===== src/rtl/uart_pkg.sv =====
// uart_pkg: shared types and helpers for the UART TX-side stream blocks.
//
// Contents:
//   arb_state_e      - arbiter FSM encoding (IDLE, HEADER, STREAM)
//   HDR_MAX_W        - widest word make_src_header can build
//   make_src_header  - builds the source-id header word {1'b1, id}. The caller
//                      truncates the result to its own word width.
package uart_pkg;

  typedef enum logic [1:0] {
    IDLE   = 2'h0,
    HEADER = 2'h1,
    STREAM = 2'h2
  } arb_state_e;

  localparam int unsigned HDR_MAX_W = 32;

  // Sets the top bit of a word_width-bit word and puts the id in the low bits.
  // The id must fit in word_width-1 bits, so it cannot overlap the marker bit.
  function automatic logic [HDR_MAX_W-1:0] make_src_header(
    input logic [HDR_MAX_W-1:0] id,
    input int unsigned          word_width
  );
    logic [HDR_MAX_W-1:0] hdr;
    hdr = id;
    hdr[word_width-1] = 1'b1;
    return hdr;
  endfunction

endpackage


===== src/rtl/rr_priority_picker.sv =====
// rr_priority_picker: combinational round-robin pick.
//
// Searches the request vector upward from last_i+1, wrapping modulo N.
// It returns the first set bit. The search order makes last_i the lowest
// priority on the next pick.
//
// Ports:
//   req_i       [N-1:0]          request vector
//   last_i      [$clog2(N)-1:0]  index granted last time
//   any_req_o                    any request bit set
//   pick_idx_o  [$clog2(N)-1:0]  chosen index; 0 when nothing is requested
module rr_priority_picker #(
  parameter int N = 4
) (
  input  logic [N-1:0]         req_i,
  input  logic [$clog2(N)-1:0] last_i,
  output logic                 any_req_o,
  output logic [$clog2(N)-1:0] pick_idx_o
);

  localparam int IW = $clog2(N);

  logic          found;
  logic [IW-1:0] idx;

  always_comb begin
    any_req_o  = |req_i;
    pick_idx_o = '0;
    found      = 1'b0;
    idx        = '0;
    // Offset k = 1 first, so the source granted last time is checked last.
    for (int k = 1; k <= N; k++) begin
      idx = IW'((int'(last_i) + k) % N);
      if (!found && req_i[idx]) begin
        found      = 1'b1;
        pick_idx_o = idx;
      end
    end
  end

endmodule


===== src/rtl/uart_tx_arbiter.sv =====
// uart_tx_arbiter: shares one UART transmitter's AXI-Stream input between
// NUM_SOURCES AXI-Stream requesters. Arbitration is round-robin and grants
// are held per packet.
//
// A granted source keeps the transmitter until one of two things happens:
// a tlast beat transfers, or MAX_BURST beats have transferred. After each
// grant there is exactly one IDLE cycle, in which the next source is picked.
//
// Optional feature (macro UART_TX_ARBITER_SOURCE_ID_HEADER_EN): each grant is
// preceded by one header word {1'b1, grant_id}. The header does not count
// toward MAX_BURST.
//
// Ports:
//   clk, rst_n        clock, asynchronous active-low reset
//   src_axis_tdata    [NUM_SOURCES*WORD_WIDTH-1:0] source words, source i at [i*W +: W]
//   src_axis_tvalid   [NUM_SOURCES-1:0] per-source valid
//   src_axis_tlast    [NUM_SOURCES-1:0] per-source end of packet
//   src_axis_tready   [NUM_SOURCES-1:0] per-source ready (only the granted bit can be high)
//   dout_axis_tdata   [WORD_WIDTH-1:0]  word to the transmitter
//   dout_axis_tvalid  valid to the transmitter
//   dout_axis_tready  ready from the transmitter
//   grant_id          [$clog2(NUM_SOURCES)-1:0] current or last granted source
//   busy              high in any state other than IDLE
//   dbg_state_o       current FSM state, for observation
//
// Handshake: a beat transfers on a rising edge where tvalid && tready, on
// every AXI-Stream interface. Valid never waits for ready. In STREAM the
// granted source's tvalid/tready/tdata are wired straight through to the
// transmitter, with no pipeline stage in between.
import uart_pkg::*;

module uart_tx_arbiter #(
  parameter int NUM_SOURCES = 4,
  parameter int WORD_WIDTH  = 8,
  parameter int MAX_BURST   = 16
) (
  input  logic                              clk,
  input  logic                              rst_n,
  input  logic [NUM_SOURCES*WORD_WIDTH-1:0] src_axis_tdata,
  input  logic [NUM_SOURCES-1:0]            src_axis_tvalid,
  input  logic [NUM_SOURCES-1:0]            src_axis_tlast,
  output logic [NUM_SOURCES-1:0]            src_axis_tready,
  output logic [WORD_WIDTH-1:0]             dout_axis_tdata,
  output logic                              dout_axis_tvalid,
  input  logic                              dout_axis_tready,
  output logic [$clog2(NUM_SOURCES)-1:0]    grant_id,
  output logic                              busy,
  output arb_state_e                        dbg_state_o
);

  localparam int IW = $clog2(NUM_SOURCES);
  localparam int BW = $clog2(MAX_BURST + 1);

  if (NUM_SOURCES < 2 || NUM_SOURCES > 16) begin : g_bad_num_sources
    $error("uart_tx_arbiter: NUM_SOURCES must be in 2..16");
  end
  if (MAX_BURST < 1) begin : g_bad_max_burst
    $error("uart_tx_arbiter: MAX_BURST must be >= 1");
  end
`ifdef UART_TX_ARBITER_SOURCE_ID_HEADER_EN
  if (NUM_SOURCES > (2 ** (WORD_WIDTH - 1))) begin : g_bad_header_width
    $error("uart_tx_arbiter: source id does not fit beside the header marker bit");
  end
`endif

  arb_state_e    state_q, state_d;
  logic [IW-1:0] grant_q, grant_d;
  logic [IW-1:0] last_q, last_d;
  logic [BW-1:0] beat_q, beat_d;

  logic                  any_req;
  logic [IW-1:0]         pick_idx;
  logic [WORD_WIDTH-1:0] sel_data;
  logic                  sel_valid;
  logic                  sel_last;
  logic                  beat_xfer;
  logic                  burst_full;

  rr_priority_picker #(
    .N (NUM_SOURCES)
  ) u_picker (
    .req_i      (src_axis_tvalid),
    .last_i     (last_q),
    .any_req_o  (any_req),
    .pick_idx_o (pick_idx)
  );

  assign sel_data   = src_axis_tdata[int'(grant_q)*WORD_WIDTH +: WORD_WIDTH];
  assign sel_valid  = src_axis_tvalid[grant_q];
  assign sel_last   = src_axis_tlast[grant_q];
  assign beat_xfer  = sel_valid && dout_axis_tready;
  // The beat now in flight is the MAX_BURST-th of this grant.
  assign burst_full = (beat_q == BW'(MAX_BURST - 1));

  always_ff @(posedge clk or negedge rst_n) begin
    if (!rst_n) begin
      state_q <= IDLE;
      grant_q <= '0;
      last_q  <= IW'(NUM_SOURCES - 1);
      beat_q  <= '0;
    end else begin
      state_q <= state_d;
      grant_q <= grant_d;
      last_q  <= last_d;
      beat_q  <= beat_d;
    end
  end

  always_comb begin
    state_d          = state_q;
    grant_d          = grant_q;
    last_d           = last_q;
    beat_d           = beat_q;
    dout_axis_tdata  = '0;
    dout_axis_tvalid = 1'b0;
    src_axis_tready  = '0;

    case (state_q)
      IDLE: begin
        if (any_req) begin
          grant_d = pick_idx;
          beat_d  = '0;
`ifdef UART_TX_ARBITER_SOURCE_ID_HEADER_EN
          state_d = HEADER;
`else
          state_d = STREAM;
`endif
        end
      end

`ifdef UART_TX_ARBITER_SOURCE_ID_HEADER_EN
      HEADER: begin
        dout_axis_tvalid = 1'b1;
        dout_axis_tdata  = WORD_WIDTH'(make_src_header(HDR_MAX_W'(grant_q), WORD_WIDTH));
        if (dout_axis_tready) begin
          state_d = STREAM;
        end
      end
`endif

      STREAM: begin
        dout_axis_tdata           = sel_data;
        dout_axis_tvalid          = sel_valid;
        src_axis_tready[grant_q]  = dout_axis_tready;
        if (beat_xfer) begin
          // tlast on the MAX_BURST-th beat is one release, not two.
          if (sel_last || burst_full) begin
            last_d  = grant_q;
            beat_d  = '0;
            state_d = IDLE;
          end else begin
            beat_d = beat_q + 1'b1;
          end
        end
      end

      default: begin
        state_d = IDLE;
      end
    endcase
  end

  assign grant_id    = grant_q;
  assign busy        = (state_q != IDLE);
  assign dbg_state_o = state_q;

endmodule


===== config.mk =====
export PLATFORM = sky130hd
export DESIGN_NAME = uart_tx_arbiter
export DESIGN_NICKNAME = d
export VERILOG_FILES = /design/src/rtl/uart_pkg.sv /design/src/rtl/rr_priority_picker.sv /design/src/rtl/uart_tx_arbiter.sv
export SDC_FILE = /design/constraint.sdc
export NUM_CORES = 1
export LEC_CHECK = 0
export ABC_AREA = 0
export CORE_AREA = 2 2 57 59
export CTS_CLUSTER_SIZE = 20
export DETAILED_ROUTE_END_ITERATION = 12
export DIE_AREA = 0 0 59 61
export GPL_TIMING_DRIVEN = 0
export HOLD_SLACK_MARGIN = 0.12
export PLACE_DENSITY = 0.86
export RECOVER_POWER = 100
export SYNTH_ARGS = -nofsm -noshare
export SYNTH_HDL_FRONTEND = slang
export SYNTH_SLANG_ARGS = --single-unit
export TNS_END_PERCENT = 20

===== constraint.sdc =====
create_clock -name clk -period 1.7 [get_ports clk]
set_input_delay 0.34 -clock clk [delete_from_list [all_inputs] [get_ports clk]]
set_output_delay 0.34 -clock clk [all_outputs]
set_load 0.005 [all_outputs]

Yosys cells after proc, flatten, opt, wreduce, memory -nomap -nowiden
Index checks and enable logic that the tools add are counted.

cells by class
  $add $sub $neg = 5
  bitwise operators = 1
  mux-type cells = 32
  eq/ne operators = 5
  reduce and logical (&&, ||, !) cells = 17
  order comparisons = 6
  shift operators = 1

operator list
  operator                                              count
  indexed part select 32 x 6 -> 8 bit                   1
  < comparator 2 x 3 -> 1 bit (second input constant)   5
  two-way mux 5 bit                                     3
  two-way mux 2 bit                                     7
  binary-select mux 1 bit (select 2 bit)                6
  two-way mux 1 bit                                     11
  case mux 5 bit (2 select lines)                       1
  AND reduction 3 bit                                   3
  two-way mux 8 bit                                     1
  inequality test 2 bit (second input constant)         3
  adder 5 x 1 -> 5 bit (second input constant)          1
  equality test 5 x 4 -> 1 bit (second input constant)  1
  logical AND 1 bit                                     5
  adder 2 x 1 -> 2 bit (second input constant)          2
  adder 2 bit (second input constant)                   2
  AND 4 bit                                             1
  two-way mux 4 bit                                     1
  case mux 2 bit (2 select lines)                       1
  nonzero test 2 bit                                    2
  OR reduction 4 bit                                    1
  zero test 1 bit                                       3
  demux 1 bit (select 2 bit)                            1
  equality test 2 bit (second input constant)           1
  >= comparator 2 x 1 -> 1 bit (second input constant)  1
  3 further kinds                                       3

word-level totals
  input bits = 43
  word-level logic and storage cells = 71
  bits in registers = 11

Depth between registers and ports, before layout
Gate-level depths: netlist (run 1).

  word-level depth = 13
  depth in mapped cells = 7

Modules after synthesis
From an unflattened synthesis (run 1), not the netlist that was laid out.

unflattened totals
  cells, all modules = 91
  area total of the unflattened synthesis = 950.9 um2

by module, submodules not included
  module              times used  cells an instance  area an instance (um2)
  uart_tx_arbiter     1           77                 869.6
  rr_priority_picker  1           14                 81.3

Worst setup path after synthesis (run 1)
Ideal clock, no wire load.

  path type = register to output
  from = register grant_q[0] (netlist: grant_id[0])
  to = output port dout_axis_tdata[3]
  buffers on the path = 2
  cell stages (with the launch flop) = 5
  data required time = 1360 ps
  path slack = -111 ps
  arrival time = 1471 ps
  cell sequence = dfrtp_1 buf_2 buf_2 mux4_2 and2_1

on the way
  longest elaborated chain between the ends = 2

ends and longest elaborated chain
  element                              RTL line                text
  from (decl)                          uart_tx_arbiter.sv:67   logic [IW-1:0] grant_q, grant_d;
  from (signal assigned)               uart_tx_arbiter.sv:103  grant_q <= grant_d;
  indexed part select 32 x 6 -> 8 bit  uart_tx_arbiter.sv:88   assign sel_data = src_axis_tdata[int'(grant_q)*WORD_WIDTH +: WORD_WIDTH];
  two-way mux 8 bit                    uart_tx_arbiter.sv:118  case (state_q)
  to (decl)                            uart_tx_arbiter.sv:43   output logic [WORD_WIDTH-1:0] dout_axis_tdata,

Every way passes these cells.

Worst setup path in the final report (run 1)
Ends and elaborated chain as after synthesis.

==> flow_metrics.py, run 1 <==
metrics = {
    "grt": {
        "grt_max_degree": 11,
        "gr-total-overflow": 0,
        "antenna_found_initial": 0,
        "first_global_vias": 1032,
        "grt_pass1_wl_um": 4490,
        "grt_use_total": 0.165,
    },
    "clocking": {
        "holdBufCountCts": 0,
        "cts_root_buffer": "clkbuf_4",
        "cts.sinks": 10,
        "tritoncts": "built",
        "clk_path_buf_depth": 2,
        "clock_latency_ps": 270,
        "numCtsBuffers": 3,
        "htreeDepth": 1,
        "path_clk_slew_ps": 70,
    },
    "yosys": {
        "synth-seq-cells": 10,
        "synth-edff-count": 0,
        "netlist_area_um2": 958,
        "postSynthCellCount": 90,
        "synthArstFlopShare": 1.00,
        "synthSimpleGateAreaFrac": 0.198,
        "ys_types": 36,
        "syn_nets": 135,
        "synth_fa_ha_area_frac": 0.0261,
        "yosysSeqAreaShare": 0.264,
        "synthMuxAreaShare": 0.308,
        "synth_area_per_cell_um2": 10.6,
        "ys.flop_type": "dfrtp_1",
        "synthXorXnorAreaFrac": 0,
        "synth-compound-area-share": 0.131,
        "synth_top_family_by_area": "multiplexers",
        "synth_warnings": 0,
    },
    "setup_path": {
        "worstPathArrival_ps": 1670,
        "rrSetupSlack_ps": -130,
        "r2r_cells": 7,
        "r2r-end": "beat_q[1]$_DFFE_PN0P_",
        "crit_fanout": 6,
        "max_stage_delay_ps": 510,
        "required_ps": 1360,
        "crit_path_end_kind": "output port",
        "cp_slowest_cell": "mux4_2",
        "r2r-start": "beat_q[0]$_DFFE_PN0P_",
        "worstPathCellList": "buf_6 > buf_8 > mux4_2 > and2_4 > buf_6",
        "cp_common_cell": "buf_6",
        "setup.worst_path.start_class": "flip-flop",
        "worstSetupPathType": "reg -> out",
    },
    "hold_path": {
        "hp-class": "in -> async",
    },
    "timing": {
        "timing.clock.skew_ps": 7.04,
        "post-route-period-util": 1.18,
        "hold_violations": 0,
        "period_needed_ps": 2010,
        "tightest_slew_ps": 553,
        "setup-tns-final_ps": -3050,
        "rsz0062_at_grt": "yes",
        "setup_ws_ps": -314,
        "fmax_mhz": 497,
        "maxSlewViolCount": 0,
        "slew_headroom": 0.628,
        "finalSetupViolCount": 17,
    },
    "floorplanning": {
        "dieArea_um2": 3600,
        "ios": 61,
        "initial_core_util": 0.325,
        "dieHeight_um": 61,
        "die_w_um": 59,
        "fp.coreArea_um2": 2950,
        "rows": 20,
    },
    "detailed_routing": {
        "finalWirelength_um": 3090,
        "viasPerCell": 5.21,
        "vias": 1026,
        "wl_per_cell_um": 15.7,
        "first_iter_violations": 26,
        "drtPass1Iterations": 4,
        "ant_nets": 0,
        "drc_errors": 0,
    },
    "finish": {
        "fin_util": 0.598,
        "fin_cells": 197,
        "nets": 210,
        "drive_above_1_share": 0.415,
        "seq_area_um2": 253,
        "syn2layout_area_growth_pct": 84.2,
        "n_fill_cell": 244,
        "multi_input_area_um2": 697,
        "n_antenna_cell": 0,
    },
    "placement": {
        "dp_slack_ps": -714,
        "routabilityCongestion": 0.877,
        "placement.io_buffers": 59,
        "placedCellCount": 182,
        "hpwl_um": 2280,
    },
    "power_and_ir_drop": {
        "power.density_nw_per_um2": 1390,
        "power_mw": 2.45,
        "vdd_drop_max_uv": 738,
        "leakage_nw": 0.766,
    },
    "status": {
        "status": "finished, violations left",
        "violations": "negative setup slack",
    },
    "run": {
        "drv_cap": 0,
    },
}
==> kinds of logic after synthesis <==
group / count (synthesis)
DFF: 10
AOI/OAI and AO/OA: 17
buffers and inverters: 13
muxes: 17
adders and majority gates: 2
and+or+nand+nor: 30
other: 1
==> worst max path at each step <==
stage          cells after the start               startpoint  slack, ps            endpoint
6_report                           5  grant_id[0]$_DFFE_PN0P_       -310  dout_axis_tdata[3]
5_1_grt                            5  grant_id[0]$_DFFE_PN0P_       -360  dout_axis_tdata[3]
4_1_cts                            5  grant_id[0]$_DFFE_PN0P_       -280  dout_axis_tdata[2]
3_5_place_dp                       4       src_axis_tvalid[3]       -710    dout_axis_tvalid
3_3_place_gp                       4       src_axis_tvalid[3]       -690    dout_axis_tvalid
2_1_floorplan                      4  grant_id[0]$_DFFE_PN0P_          8  dout_axis_tdata[3]
==> cell usage in the layout, fill, tap and decap left out, types with 2 or more instances in the layout <==
| master | n |
|---|---|
| mux2_4 | 2 |
| dfrtp_1 | 8 |
| mux2_2 | 2 |
| and2_4 | 5 |
| ha_2 | 2 |
| nor2_1 | 3 |
| inv_1 | 5 |
| o2bb2ai_1 | 2 |
| nor3b_2 | 2 |
| clkbuf_8 | 3 |
| buf_2 | 8 |
| clkdlybuf4s50_1 | 40 |
| nand2b_1 | 2 |
| and3_1 | 2 |
| and2_1 | 5 |
| dfstp_2 | 2 |
| mux4_2 | 9 |
| buf_6 | 7 |
| clkbuf_4 | 3 |
| buf_8 | 2 |
| dlygate4sd2_1 | 4 |
| o21ai_0 | 3 |
| a21oi_1 | 2 |
| buf_4 | 11 |
| nand2_1 | 3 |
| clkbuf_2 | 3 |
| mux2i_1 | 4 |
==> metal layers <==
metal	GRT usage	vias to the layer above	routed length, µm
met5	0	-	0
met4	0.0455	0	45
met3	0.0576	5	299
met2	0.322	49	1600
met1	0.166	490	1150
li1	-	482	-
==> state kept, by name (all words and copies together), names as in the netlist <==
register     count
beat_q           5
dbg_state_o      1
grant_id         2
last_q           2
==> worst max-delay path: cells and delay by family (launching register included) <==
family	cells	cell delay [ps]
muxes	1	510
DFF	1	370
buffers and inverters	3	350
and+or+nand+nor	1	170
==> power breakdown <==
part           internal, mW  switching [mW]  total, mW
logic                  1.13           0.684       1.82
registers             0.337          0.0788      0.416
clock network         0.130          0.0863      0.216
total                  1.60           0.849       2.45
==> metrics by stage <==
stage / hold WS, ps / instance area, µm²
floorplan: 44.4 / 963
global placement: 480 / 1600
detailed placement: 486 / 1600
CTS: 407 / 1740
global route: 488 / 1770
finish: 463 / 1770
==> synthesized netlist by cell type, drive strengths merged, types with 3 or more instances <==
| master | number | area share |
|---|---|---|
| mux4 | 9 | 0.21 |
| o2bb2ai | 3 | 0.034 |
| and3 | 3 | 0.020 |
| nor2 | 4 | 0.016 |
| dfrtp | 8 | 0.21 |
| nand2 | 3 | 0.012 |
| o21ai | 4 | 0.021 |
| mux2 | 4 | 0.055 |
| nand2b | 3 | 0.020 |
| inv | 5 | 0.020 |
| and2 | 10 | 0.065 |
| clkbuf | 3 | 0.012 |
| mux2i | 4 | 0.042 |
| buf | 5 | 0.038 |
==> cell type report <==
| cell class | instances | share of cell area |
|---|---|---|
| Buffer | 8 | 0.0489 |
| Clock buffer | 4 | 0.0206 |
| Inverter | 5 | 0.0106 |
| Multi-Input combinational cell | 67 | 0.395 |
| Sequential cell | 10 | 0.143 |
| Tap cell | 33 | 0.0234 |
| Timing Repair Buffer | 70 | 0.359 |
==> repair_timing <==
action                                  in CTS  in global routing
endpoints found under the hold margin        0                  0
pin swaps                                    8                  2
endpoints found under the setup margin      20                 20
resized for setup                           76                 11
gates cloned                                 1                  0
setup buffers                                8                  2
Note: power is estimated with default switching activity, not from simulation.
==> inputs of run 2 (changes only) <==
--- a/config.mk
+++ b/config.mk
@@ -10,8 +10,6 @@
 export CTS_CLUSTER_SIZE = 20
 export DETAILED_ROUTE_END_ITERATION = 12
 export DIE_AREA = 0 0 59 61
-export GPL_TIMING_DRIVEN = 0
-export HOLD_SLACK_MARGIN = 0.12
 export PLACE_DENSITY = 0.86
 export RECOVER_POWER = 100
 export SYNTH_ARGS = -nofsm -noshare
==> flow_metrics.py, run 2 (synthesis results as in run 1) <==
metrics = {
    "finish": {
        "drive_above_1_share": 0.428,
        "nets": 219,
        "final_common_cell": "clkdlybuf4s50_1",
        "final_cell_mix": "clkdlybuf4s50_1 (37), buf_4 (17), buf_6 (10)",
        "syn2layout_area_growth_pct": 89.8,
        "n_antenna_cell": 0,
        "n_fill_cell": 250,
        "design_area_um2": 1820,
        "top_register": "beat_q",
        "largest_reg_flops": 5,
        "fin_util": 0.616,
        "fin_cells": 206,
    },
    "timing": {
        "timing.clock.skew_ps": 12.8,
        "hold_violations": 0,
        "tightest_slew_ps": 563,
        "post-route-period-util": 1.20,
        "period_needed_ps": 2040,
        "setup_ws_ps": -338,
        "setup-tns-final_ps": -2570,
        "rsz0062_at_grt": "yes",
        "slew_headroom": 0.621,
        "fmax_mhz": 491,
        "finalSetupViolCount": 16,
        "maxSlewViolCount": 0,
        "hold_slack_ps": 449,
    },
    "detailed_routing": {
        "drc_errors": 0,
        "viasPerCell": 5.16,
        "drtPass1Iterations": 4,
        "finalWirelength_um": 3250,
        "first_iter_violations": 18,
        "ant_nets": 0,
        "wl_per_cell_um": 15.8,
        "vias": 1062,
    },
    "status": {
        "violations": "negative setup slack",
        "status": "finished, violations left",
    },
    "clocking": {
        "path_clk_slew_ps": 70,
        "htreeDepth": 1,
        "cts_root_buffer": "clkbuf_4",
        "clock_latency_ps": 270,
        "cts.sinks": 10,
        "tritoncts": "built",
        "holdBufCountCts": 0,
        "numCtsBuffers": 3,
        "clk_path_buf_depth": 2,
    },
    "run": {
        "drv_cap": 0,
    },
    "grt": {
        "grt_use_total": 0.185,
        "antenna_found_initial": 0,
        "grt_pass1_wl_um": 4910,
        "gr-total-overflow": 0,
        "first_global_vias": 1134,
        "grt_max_degree": 12,
    },
    "floorplanning": {
        "initial_core_util": 0.325,
        "dieArea_um2": 3600,
        "fp.coreArea_um2": 2950,
        "dieHeight_um": 61,
        "rows": 20,
        "ios": 61,
        "die_w_um": 59,
    },
    "placement": {
        "hpwl_um": 2360,
        "routabilityCongestion": 0.724,
        "postPlaceCellArea_um2": 1680,
        "dp_slack_ps": -534,
        "placement.io_buffers": 59,
        "placedCellCount": 191,
    },
    "setup_path": {
        "required_ps": 1360,
        "setup.worst_path.start_class": "flip-flop",
        "worstSetupPathType": "reg -> out",
        "crit_fanout": 4,
        "worstPathArrival_ps": 1700,
        "cp_common_cell": "buf_6",
        "cp_slowest_cell": "mux4_2",
        "crit_path_end_kind": "output port",
        "max_stage_delay_ps": 490,
        "worstPathCellList": "clkbuf_16 > buf_6 > mux4_2 > and2_4 > buf_6",
    },
    "power_and_ir_drop": {
        "leakage_nw": 0.813,
        "power.density_nw_per_um2": 1370,
        "power_mw": 2.50,
        "vdd_drop_max_uv": 611,
    },
    "hold_path": {
        "hp-class": "in -> async",
    },
}
==> run 2: cell types whose count changed in the layout (fill, tap and decap cells not counted), sizes merged <==
cell	delta
dlygate4sd2	+2
buf	+5
clkbuf	+3
clkdlybuf4s50	-3
dlymetal6s2s	+1
clkdlybuf4s25	+1
==> run 2: path summary, 6_finish.rpt <==
path	slack, ps	depth (start not counted)	start	end
setup / recovery	-340	5	grant_id[0]$_DFFE_PN0P_	dout_axis_tdata[1]
hold / removal	450	1	rst_n	grant_id[1]$_DFFE_PN0P_
setup reg to reg	-80	7	grant_id[0]$_DFFE_PN0P_	last_q[1]$_DFFE_PN1P_
hold reg to reg	520	1	beat_q[4]$_DFFE_PN0P_	beat_q[4]$_DFFE_PN0P_
max in group asynchronous	900	1	rst_n	last_q[1]$_DFFE_PN1P_
min in group clk	520	1	beat_q[4]$_DFFE_PN0P_	beat_q[4]$_DFFE_PN0P_
==> run 2: what timing repair did <==
action | 4_1_cts | 5_1_grt
gates cloned | 1 | 0
resized for setup | 70 | 17
endpoints found under the setup margin | 23 | 24
setup buffers | 10 | 0
pin swaps | 10 | 2
endpoints found under the hold margin | 0 | 0
==> run 2: critical path: cells and delay by family, from the launching register on <==
family        cells  cell delay (ps)
simple gates      1              150
mux               1              490
flops             1              420
buf+inv           3              350
==> run 2: cell type report <==
type / instances / area, µm² / area share
timing repair buffer: 87 / 800 / 0.439
multi-input combinational: 67 / 679 / 0.373
tap: 33 / 41.3 / 0.0227
inverter: 5 / 18.8 / 0.0103
clock buffer: 4 / 26.3 / 0.0144
sequential: 10 / 254 / 0.140
==> run 2: power breakdown <==
group          leakage (nW)  internal [mW]  total [mW]  switching, mW
sequential            0.121          0.339       0.423         0.0838
clock                0.0150         0.0907       0.175         0.0848
combinational         0.677           1.21        1.90          0.686
==> run 2: routing by layer <==
| layer | share of wire | vias to the layer above | GRT usage |
|---|---|---|---|
| met3 | 0.090 | 4 | 0.0661 |
| met2 | 0.53 | 50 | 0.357 |
| met5 | 0 | - | 0 |
| met4 | 0.0071 | 0 | 0.0455 |
| met1 | 0.37 | 509 | 0.188 |
| li1 | - | 499 | - |
==> inputs of run 3 (changes only) <==
--- a/config.mk
+++ b/config.mk
@@ -6,6 +6,7 @@
 export NUM_CORES = 1
 export LEC_CHECK = 0
 export ABC_AREA = 0
+export CAP_MARGIN = 20
 export CORE_AREA = 2 2 57 59
 export CTS_CLUSTER_SIZE = 20
 export DETAILED_ROUTE_END_ITERATION = 12
==> results of run 3 <==
Same layout as run 2: the final DEF is identical, and so are final timing and power.
